--- config.mk ---
export PLATFORM = sky130hd
export DESIGN_NAME = axil_master_engine
export DESIGN_NICKNAME = d
export VERILOG_FILES = /design/src/rtl/axil_master_engine_pkg.sv /design/src/rtl/axil_master_rd.sv /design/src/rtl/axil_master_wr.sv /design/src/rtl/axil_master_engine.sv
export SDC_FILE = /design/constraint.sdc
export NUM_CORES = 1
export LEC_CHECK = 0
export BUFFER_PORTS_ARGS = -buffer_cell sky130_fd_sc_hd__buf_2
export CAP_MARGIN = 20
export CELL_PAD_IN_SITES_DETAIL_PLACEMENT = 0
export CELL_PAD_IN_SITES_GLOBAL_PLACEMENT = 1
export CORE_MARGIN = 3
export CORE_UTILIZATION = 39
export CTS_BUF_LIST = sky130_fd_sc_hd__clkbuf_16
export CTS_CLUSTER_SIZE = 20
export DETAILED_ROUTE_END_ITERATION = 16
export GPL_ROUTABILITY_DRIVEN = 0
export PLACE_DENSITY = 0.92
export REMOVE_ABC_BUFFERS = 1
export SETUP_SLACK_MARGIN = 0.15
export SLEW_MARGIN = 20
export SYNTH_ARGS = -nofsm -noshare
export SYNTH_HDL_FRONTEND = slang
export SYNTH_SLANG_ARGS = --single-unit
--- constraint.sdc ---
create_clock -name clk -period 4.17 [get_ports clk]
set_input_delay 0.2085 -clock clk [delete_from_list [all_inputs] [get_ports clk]]
set_output_delay 0.2085 -clock clk [all_outputs]
set_load 0.1 [all_outputs]
--- src/rtl/axil_master_engine_pkg.sv ---
// ---------------------------------------------------------------------------
// axil_master_engine_pkg
// Shared definitions for the AXI4-Lite master engine: response codes,
// write/read FSM state encodings and the fixed protection attribute.
// ---------------------------------------------------------------------------
package axil_master_engine_pkg;

    typedef enum logic [1:0] {
        RESP_OKAY   = 2'b00,
        RESP_EXOKAY = 2'b01,
        RESP_SLVERR = 2'b10,
        RESP_DECERR = 2'b11
    } axi_resp_e;

    typedef enum logic [1:0] {
        W_IDLE = 2'd0,
        W_ADDR = 2'd1,
        W_RESP = 2'd2
    } wr_state_e;

    typedef enum logic [1:0] {
        R_IDLE = 2'd0,
        R_ADDR = 2'd1,
        R_DATA = 2'd2
    } rd_state_e;

    // Unprivileged, secure, data access.
    localparam logic [2:0] AXI_PROT_DEFAULT = 3'b000;

endpackage

--- src/rtl/axil_master_rd.sv ---
// ---------------------------------------------------------------------------
// axil_master_rd
// Read path of the AXI4-Lite master: AR and R channels.
// Ports:
//   clk, resetn                 clock, asynchronous active-low reset
//   rd_start, rd_addr           command strobe and latched address
//   rd_busy, rd_done            status back to the local controller
//   rd_data, rd_resp            captured read data/response, held after done
//   M_AXI_AR*/R*                AXI4-Lite read channels (outputs registered)
// ---------------------------------------------------------------------------
module axil_master_rd
    import axil_master_engine_pkg::*;
#(
    parameter int AW = 8
) (
    input  logic          clk,
    input  logic          resetn,
    input  logic          rd_start,
    input  logic [AW-1:0] rd_addr,
    output logic          rd_busy,
    output logic          rd_done,
    output logic [31:0]   rd_data,
    output logic [1:0]    rd_resp,
    output logic [AW-1:0] M_AXI_ARADDR,
    output logic          M_AXI_ARVALID,
    input  logic          M_AXI_ARREADY,
    input  logic [31:0]   M_AXI_RDATA,
    input  logic [1:0]    M_AXI_RRESP,
    input  logic          M_AXI_RVALID,
    output logic          M_AXI_RREADY
);

    rd_state_e     state_q, state_d;
    logic [AW-1:0] addr_q, addr_d;
    logic          arvalid_q, arvalid_d;
    logic          rready_q, rready_d;
    logic          busy_q, busy_d;
    logic          done_q, done_d;
    logic [31:0]   data_q, data_d;
    logic [1:0]    resp_q, resp_d;

    always_ff @(posedge clk or negedge resetn) begin
        if (!resetn) begin
            state_q   <= R_IDLE;
            addr_q    <= '0;
            arvalid_q <= 1'b0;
            rready_q  <= 1'b0;
            busy_q    <= 1'b0;
            done_q    <= 1'b0;
            data_q    <= '0;
            resp_q    <= '0;
        end else begin
            state_q   <= state_d;
            addr_q    <= addr_d;
            arvalid_q <= arvalid_d;
            rready_q  <= rready_d;
            busy_q    <= busy_d;
            done_q    <= done_d;
            data_q    <= data_d;
            resp_q    <= resp_d;
        end
    end

    always_comb begin
        state_d   = state_q;
        addr_d    = addr_q;
        arvalid_d = arvalid_q;
        rready_d  = rready_q;
        busy_d    = busy_q;
        done_d    = 1'b0;
        data_d    = data_q;
        resp_d    = resp_q;

        case (state_q)
            R_IDLE: begin
                if (done_q) begin
                    busy_d = 1'b0;
                end else if (rd_start) begin
                    addr_d    = rd_addr;
                    arvalid_d = 1'b1;
                    busy_d    = 1'b1;
                    state_d   = R_ADDR;
                end
            end
            R_ADDR: begin
                if (M_AXI_ARREADY) begin
                    arvalid_d = 1'b0;
                    rready_d  = 1'b1;
                    state_d   = R_DATA;
                end
            end
            R_DATA: begin
                if (M_AXI_RVALID) begin
                    data_d   = M_AXI_RDATA;
                    resp_d   = M_AXI_RRESP;
                    rready_d = 1'b0;
                    done_d   = 1'b1;
                    state_d  = R_IDLE;
                end
            end
            default: begin
                state_d = R_IDLE;
            end
        endcase
    end

    assign rd_busy       = busy_q;
    assign rd_done       = done_q;
    assign rd_data       = data_q;
    assign rd_resp       = resp_q;
    assign M_AXI_ARADDR  = addr_q;
    assign M_AXI_ARVALID = arvalid_q;
    assign M_AXI_RREADY  = rready_q;

endmodule

--- src/rtl/axil_master_wr.sv ---
// ---------------------------------------------------------------------------
// axil_master_wr
// Write path of the AXI4-Lite master: AW, W and B channels.
// Ports:
//   clk, resetn                 clock, asynchronous active-low reset
//   wr_start/addr/data/strb     command strobe and latched operands
//   wr_busy, wr_done, wr_resp   status back to the local controller
//   M_AXI_AW*/W*/B*             AXI4-Lite write channels (outputs registered)
// ---------------------------------------------------------------------------
module axil_master_wr
    import axil_master_engine_pkg::*;
#(
    parameter int AW = 8
) (
    input  logic          clk,
    input  logic          resetn,
    input  logic          wr_start,
    input  logic [AW-1:0] wr_addr,
    input  logic [31:0]   wr_data,
    input  logic [3:0]    wr_strb,
    output logic          wr_busy,
    output logic          wr_done,
    output logic [1:0]    wr_resp,
    output logic [AW-1:0] M_AXI_AWADDR,
    output logic          M_AXI_AWVALID,
    input  logic          M_AXI_AWREADY,
    output logic [31:0]   M_AXI_WDATA,
    output logic [3:0]    M_AXI_WSTRB,
    output logic          M_AXI_WVALID,
    input  logic          M_AXI_WREADY,
    input  logic [1:0]    M_AXI_BRESP,
    input  logic          M_AXI_BVALID,
    output logic          M_AXI_BREADY
);

    wr_state_e     state_q, state_d;
    logic [AW-1:0] addr_q, addr_d;
    logic [31:0]   data_q, data_d;
    logic [3:0]    strb_q, strb_d;
    logic          awvalid_q, awvalid_d;
    logic          wvalid_q, wvalid_d;
    logic          bready_q, bready_d;
    logic          aw_done_q, aw_done_d;
    logic          w_done_q, w_done_d;
    logic          busy_q, busy_d;
    logic          done_q, done_d;
    logic [1:0]    resp_q, resp_d;

    logic aw_hs;
    logic w_hs;

    assign aw_hs = awvalid_q & M_AXI_AWREADY;
    assign w_hs  = wvalid_q & M_AXI_WREADY;

    always_ff @(posedge clk or negedge resetn) begin
        if (!resetn) begin
            state_q   <= W_IDLE;
            addr_q    <= '0;
            data_q    <= '0;
            strb_q    <= '0;
            awvalid_q <= 1'b0;
            wvalid_q  <= 1'b0;
            bready_q  <= 1'b0;
            aw_done_q <= 1'b0;
            w_done_q  <= 1'b0;
            busy_q    <= 1'b0;
            done_q    <= 1'b0;
            resp_q    <= '0;
        end else begin
            state_q   <= state_d;
            addr_q    <= addr_d;
            data_q    <= data_d;
            strb_q    <= strb_d;
            awvalid_q <= awvalid_d;
            wvalid_q  <= wvalid_d;
            bready_q  <= bready_d;
            aw_done_q <= aw_done_d;
            w_done_q  <= w_done_d;
            busy_q    <= busy_d;
            done_q    <= done_d;
            resp_q    <= resp_d;
        end
    end

    always_comb begin
        state_d   = state_q;
        addr_d    = addr_q;
        data_d    = data_q;
        strb_d    = strb_q;
        awvalid_d = awvalid_q;
        wvalid_d  = wvalid_q;
        bready_d  = bready_q;
        aw_done_d = aw_done_q;
        w_done_d  = w_done_q;
        busy_d    = busy_q;
        done_d    = 1'b0;
        resp_d    = resp_q;

        case (state_q)
            W_IDLE: begin
                // The done cycle still counts as busy, so a start arriving
                // alongside wr_done is dropped rather than accepted.
                if (done_q) begin
                    busy_d = 1'b0;
                end else if (wr_start) begin
                    addr_d    = wr_addr;
                    data_d    = wr_data;
                    strb_d    = wr_strb;
                    awvalid_d = 1'b1;
                    wvalid_d  = 1'b1;
                    busy_d    = 1'b1;
                    state_d   = W_ADDR;
                end
            end
            W_ADDR: begin
                if (aw_hs) begin
                    awvalid_d = 1'b0;
                    aw_done_d = 1'b1;
                end
                if (w_hs) begin
                    wvalid_d = 1'b0;
                    w_done_d = 1'b1;
                end
                // Both channels may finish in the same cycle or in either order.
                if ((aw_done_q | aw_hs) && (w_done_q | w_hs)) begin
                    aw_done_d = 1'b0;
                    w_done_d  = 1'b0;
                    bready_d  = 1'b1;
                    state_d   = W_RESP;
                end
            end
            W_RESP: begin
                if (M_AXI_BVALID) begin
                    resp_d   = M_AXI_BRESP;
                    bready_d = 1'b0;
                    done_d   = 1'b1;
                    state_d  = W_IDLE;
                end
            end
            default: begin
                state_d = W_IDLE;
            end
        endcase
    end

    assign wr_busy       = busy_q;
    assign wr_done       = done_q;
    assign wr_resp       = resp_q;
    assign M_AXI_AWADDR  = addr_q;
    assign M_AXI_AWVALID = awvalid_q;
    assign M_AXI_WDATA   = data_q;
    assign M_AXI_WSTRB   = strb_q;
    assign M_AXI_WVALID  = wvalid_q;
    assign M_AXI_BREADY  = bready_q;

endmodule

--- src/rtl/axil_master_engine.sv ---
// ---------------------------------------------------------------------------
// axil_master_engine
// AXI4-Lite master: converts single-cycle write/read command strobes into
// complete AXI4-Lite transactions. Write and read paths run independently.
// Ports:
//   clk, resetn       clock, asynchronous active-low reset
//   wr_*              write command and status
//   rd_*              read command, status and captured data
//   M_AXI_*           AXI4-Lite master interface (PROT tied to 3'b000)
// ---------------------------------------------------------------------------
module axil_master_engine
    import axil_master_engine_pkg::*;
#(
    parameter int AW = 8
) (
    input  logic          clk,
    input  logic          resetn,
    input  logic          wr_start,
    input  logic [AW-1:0] wr_addr,
    input  logic [31:0]   wr_data,
    input  logic [3:0]    wr_strb,
    output logic          wr_busy,
    output logic          wr_done,
    output logic [1:0]    wr_resp,
    input  logic          rd_start,
    input  logic [AW-1:0] rd_addr,
    output logic          rd_busy,
    output logic          rd_done,
    output logic [31:0]   rd_data,
    output logic [1:0]    rd_resp,
    output logic [AW-1:0] M_AXI_AWADDR,
    output logic          M_AXI_AWVALID,
    output logic [2:0]    M_AXI_AWPROT,
    input  logic          M_AXI_AWREADY,
    output logic [31:0]   M_AXI_WDATA,
    output logic [3:0]    M_AXI_WSTRB,
    output logic          M_AXI_WVALID,
    input  logic          M_AXI_WREADY,
    input  logic [1:0]    M_AXI_BRESP,
    input  logic          M_AXI_BVALID,
    output logic          M_AXI_BREADY,
    output logic [AW-1:0] M_AXI_ARADDR,
    output logic          M_AXI_ARVALID,
    output logic [2:0]    M_AXI_ARPROT,
    input  logic          M_AXI_ARREADY,
    input  logic [31:0]   M_AXI_RDATA,
    input  logic [1:0]    M_AXI_RRESP,
    input  logic          M_AXI_RVALID,
    output logic          M_AXI_RREADY
);

    assign M_AXI_AWPROT = AXI_PROT_DEFAULT;
    assign M_AXI_ARPROT = AXI_PROT_DEFAULT;

    axil_master_wr #(.AW(AW)) u_wr (
        .clk           (clk),
        .resetn        (resetn),
        .wr_start      (wr_start),
        .wr_addr       (wr_addr),
        .wr_data       (wr_data),
        .wr_strb       (wr_strb),
        .wr_busy       (wr_busy),
        .wr_done       (wr_done),
        .wr_resp       (wr_resp),
        .M_AXI_AWADDR  (M_AXI_AWADDR),
        .M_AXI_AWVALID (M_AXI_AWVALID),
        .M_AXI_AWREADY (M_AXI_AWREADY),
        .M_AXI_WDATA   (M_AXI_WDATA),
        .M_AXI_WSTRB   (M_AXI_WSTRB),
        .M_AXI_WVALID  (M_AXI_WVALID),
        .M_AXI_WREADY  (M_AXI_WREADY),
        .M_AXI_BRESP   (M_AXI_BRESP),
        .M_AXI_BVALID  (M_AXI_BVALID),
        .M_AXI_BREADY  (M_AXI_BREADY)
    );

    axil_master_rd #(.AW(AW)) u_rd (
        .clk           (clk),
        .resetn        (resetn),
        .rd_start      (rd_start),
        .rd_addr       (rd_addr),
        .rd_busy       (rd_busy),
        .rd_done       (rd_done),
        .rd_data       (rd_data),
        .rd_resp       (rd_resp),
        .M_AXI_ARADDR  (M_AXI_ARADDR),
        .M_AXI_ARVALID (M_AXI_ARVALID),
        .M_AXI_ARREADY (M_AXI_ARREADY),
        .M_AXI_RDATA   (M_AXI_RDATA),
        .M_AXI_RRESP   (M_AXI_RRESP),
        .M_AXI_RVALID  (M_AXI_RVALID),
        .M_AXI_RREADY  (M_AXI_RREADY)
    );

endmodule

# Yosys cells after proc, flatten, opt, wreduce, memory -nomap -nowiden
# Cells that the tools add are included.
dict set report word_totals {
  ff_bits 103
  latchBits 0
  ram_bits 0
  romBits 0
  input_bits 97
  wordCells 102
  n_memories 0
}
dict set report op_classes {
  addsub 0
  mul 0
  div 0
  order_cmp 0
  n_eq_ne 14
  shift 0
  n_mux 36
  bitwise 6
  reduce_logical 26
}
# op count
set ops {}
lappend ops {{2-to-1 mux 1 bit} 21}
lappend ops {{AND reduction 4 bit} 5}
lappend ops {{2-to-1 mux 2 bit} 8}
lappend ops {{nonzero test 2 bit} 8}
lappend ops {{!= test 2 bit (second input constant)} 7}
lappend ops {{one-hot mux 2 bit (3 select lines)} 2}
lappend ops {{AND reduction 2 bit} 6}
lappend ops {{AND reduction 3 bit} 4}
lappend ops {{one-hot mux 1 bit (2 select lines)} 5}
lappend ops {{!= test 2 x 1 -> 1 bit (second input constant)} 3}
lappend ops {{equality test 2 x 1 -> 1 bit (second input constant)} 2}
lappend ops {{equality test 2 bit (second input constant)} 2}
lappend ops {{logical NOT 2 bit} 2}
lappend ops {{bitwise AND 1 bit} 2}
lappend ops {{NOT 1 bit} 2}
lappend ops {{OR 1 bit} 2}
lappend ops {{logical AND 1 bit} 1}

# Depth between registers and ports, before layout
dict set report depth {
  ltp_word 5
  ltp_mapped 5
  ltp_nobuf 3
}

# By module
# Synthesis repeated with hierarchy kept, for this count alone.
dict set report hier_totals {
  hier_cells 252
  area_unflattened_um2 3998.8
}
# mod n_inst cells_each area_per_inst_um2 seq_area_each_um2
set by_module_without_submodules {}
lappend by_module_without_submodules {axil_master_wr 1 132 2100.8 1376.3}
lappend by_module_without_submodules {axil_master_rd 1 113 1849.3 1201.2}
lappend by_module_without_submodules {axil_master_engine 1 7 48.8 0.0}

# Worst setup path before layout
# Ideal clock, no wire load.
dict set report synth_path {
  path_kind {reg2reg}
  from {register u_wr.done_q (netlist: u_wr.wr_done)}
  to {register u_wr.data_q[13] (netlist: u_wr.M_AXI_WDATA[13])}
  setup_time_ns 0.126
  arrival_ns 1.782
  path_slack_ns 2.261
  path_stages_with_launch 6
  path_buffers 2
  path_cell_list {dfrtp_1 > inv_1 > and3_1 > buf_6 > buf_6 > mux2_4}
}
dict set report synth_between {
  elab_chain_cells 2
}
# element line
set synth_rtl {}
lappend synth_rtl {{from (decl)} axil_master_wr.sv:46} ;# logic done_q, done_d;
lappend synth_rtl {{from (signal assigned)} axil_master_wr.sv:80} ;# done_q <= done_d;
lappend synth_rtl {{NOT 1 bit (no line)} n/a}
lappend synth_rtl {{AND reduction 3 bit (no line)} n/a}
lappend synth_rtl {{to (signal assigned)} axil_master_wr.sv:72} ;# data_q <= data_d;
lappend synth_rtl {{to (decl)} axil_master_wr.sv:38} ;# logic [31:0] data_q, data_d;
# No other way between the ends.
# A chain may end at the register's enable or synchronous reset.

# Final worst setup path
dict set report layout_path {
  from {register u_wr.state_q[1]}
  to {register u_wr.strb_q[2] (netlist: u_wr.M_AXI_WSTRB[2])}
}
dict set report layout_between {
  elab_chain_cells 2
}
# element line
set layout_rtl {}
lappend layout_rtl {{from (decl)} axil_master_wr.sv:36} ;# wr_state_e state_q, state_d;
lappend layout_rtl {{from (signal assigned)} axil_master_wr.sv:70} ;# state_q <= state_d;
lappend layout_rtl {{logical NOT 2 bit} axil_master_wr.sv:99} ;# case (state_q)
lappend layout_rtl {{AND reduction 3 bit (no line)} n/a}
lappend layout_rtl {{to (signal assigned)} axil_master_wr.sv:73} ;# strb_q <= strb_d;
lappend layout_rtl {{to (decl)} axil_master_wr.sv:39} ;# logic [3:0] strb_q, strb_d;
# No other way between the ends.

==> metrics <==
outcome=completed; PortBufs=193; initial core utilization=0.4015; FP Rows=37; DIE WIDTH=109.1 microns; highest-delay cell along the critical path=and3_2; CP max FO=44; Startpoint Class=flop; DRT iter0 DRCs=81; most frequent cells in the layout=buf_2, dfrtp_1, mux2_2; FF+latch count, synth=103; first-pass GRT wire length=13260 microns; dpl hpwl=6496 microns; Pre-Repair DR Iteration Count=4; Syn Inst Count=254; Required @ worst endpoint=4.38 ns; average wire per standard cell=14.54 microns; setup tns final=0 ns; worst-margin pin slew=1.033 ns; Post-CTS Setup Repair Bufs=0; # setup viols final=0; YS warnings=0; CTS root buffer=clkbuf_16; worst min path class=in -> reg; WS Path Type=reg -> reg; CTS Hold Bufs=1; commonest non-fill, non-tap cell in the layout=buf_2; largest net degree at the start of global routing=62; Detail Route Antenna Nets=0; DRC=0; Via density=4.543; initial antenna violation count=1; Num CTS Buffers=9; final hold violation count=0; GRT Overall Usage=0.1438; Max Freq=476.9 MHz; H-Tree Depth=3; RSZ-0062 raised after global routing=false; Die Area=11900 sq um; total gr overflow=0; skew final=0.009226 ns; synth-to-layout area growth=31.36%; CTS clk-pin slew, worst paths=0.07 ns; # IOs=200; post-route cell area=5445 sq um; mean post-synth cell area=16.32 sq um; Arrival @ worst endpoint=2.30 ns; post_cts resized=0; Placeable Area=10320 sq um; Max Cap Viol=0; share of cells above drive strength 1=0.6637; post-synthesis instance area=4145 sq um; CTS tree=done; final wirelength=8593 microns; vias in the first global route=2741; register area share after synthesis=0.6218; post-layout util=0.5275; Bufs on Longest Clock Path=2; number of inserted diodes=0; CTS sink cnt=103; final period utilization=0.5029; slowest stage delay, CP=0.87 ns; vias=2685; worst-path cell chain=nor2_2 -> and3_2 -> mux2_2; Area after DPL=5146 sq um; Worst Setup End Kind=flop; nets=548; fin. max-slew vios=0; Period minus WS final=2.097 ns; Slew HR=0.3116; insertion delay to the later sink of the worst-skew pair=0.33 ns; Chip Height=109.1 microns; Netlist cell types=25
## per-layer routing
metal / up-vias / wire length [microns] / track usage
li1: 1259 / - / -
met1: 1287 / 3441 / 0.1749
met2: 130 / 4192 / 0.2412
met3: 7 / 884 / 0.05269
met4: 2 / 67 / 0.03787
met5: - / 7 / 0
## path summary, 6_finish.rpt
path,startpoint,end,slack [ns],depth (start not counted)
hold reg to reg,u_rd.M_AXI_ARVALID,u_rd.M_AXI_ARVALID,0.48,1
hold / removal,M_AXI_RVALID,u_rd.state_q[1],0.09,2
min in group asynchronous,resetn,u_wr.M_AXI_WDATA[0],0.51,2
setup reg to reg,u_wr.state_q[1],u_wr.M_AXI_WSTRB[2],2.07,3
max in group asynchronous,resetn,u_wr.M_AXI_WDATA[7],2.65,3
setup / recovery,u_wr.state_q[1],u_wr.M_AXI_WSTRB[2],2.07,3
## worst max-delay path, delay by kind of cell, from the launching register on
kind,cells,cell delay [ns]
flip-flops,1,0.46
multiplexers,1,0.42
AND/OR/NAND/NOR,2,1.04
## stage by stage
stage,instances,setup slack (ns),hold slack (ns)
2_1_floorplan,244,1.521,-0.08709
3_3_place_gp,575,2.112,0.3275
3_5_place_dp,575,2.032,0.3319
4_1_cts,591,2.019,0.07277
5_1_grt,591,1.905,0.08863
6_report,591,2.073,0.09007
## synthesized netlist by cell type, drive strengths merged
master  number  share of area
nor2        11          0.011
a31oi        2         0.0030
dfrtp      103           0.62
inv          5         0.0045
a21oi        8         0.0097
o21ai        5         0.0060
nor4b        1         0.0057
and3         1         0.0015
nor2b        1         0.0015
nand2        2         0.0024
or2b         1         0.0018
a21o         4         0.0072
conb         1        0.00090
nand3b       1         0.0018
mux2        88           0.27
buf         15          0.042
or2          1         0.0015
and2b        1         0.0021
a211oi       1         0.0018
nor3b        2         0.0036
## cell type report
| type | instances | area [sq um] |
|---|---|---|
| inverter | 5 | 18.77 |
| fill | 890 | 4878 |
| tap | 136 | 170.2 |
| clock inverter | 6 | 63.81 |
| clock buffer | 9 | 225.2 |
| multi-input combinational | 136 | 1396 |
| timing repair buffer | 196 | 993.5 |
| sequential | 103 | 2577 |
## cell families (layout without fill, tap and decap cells)
family	count (synthesis)	count (layout)	synth area share
other	1	6	0.0009047
AOI/OAI and AO/OA	20	20	0.02777
buffers and inverters	20	216	0.04618
muxes	88	88	0.2708
and+or+nand+nor	22	22	0.03260
DFF	103	103	0.6218
## registers in the layout, indices dropped and copies added, names as in the netlist, 2 cells and up
| register | flops |
|---|---|
| u_wr.state_q | 2 |
| u_rd.state_q | 2 |
| u_wr.wr_resp | 2 |
| u_rd.rd_data | 32 |
| u_rd.rd_resp | 2 |
| u_wr.M_AXI_AWADDR | 8 |
| u_rd.M_AXI_ARADDR | 8 |
| u_wr.M_AXI_WDATA | 32 |
| u_wr.M_AXI_WSTRB | 4 |
Power is left out: the tool's default activity adds up to more than one toggle a clock period on the data nets, which glitch-free logic cannot reach.
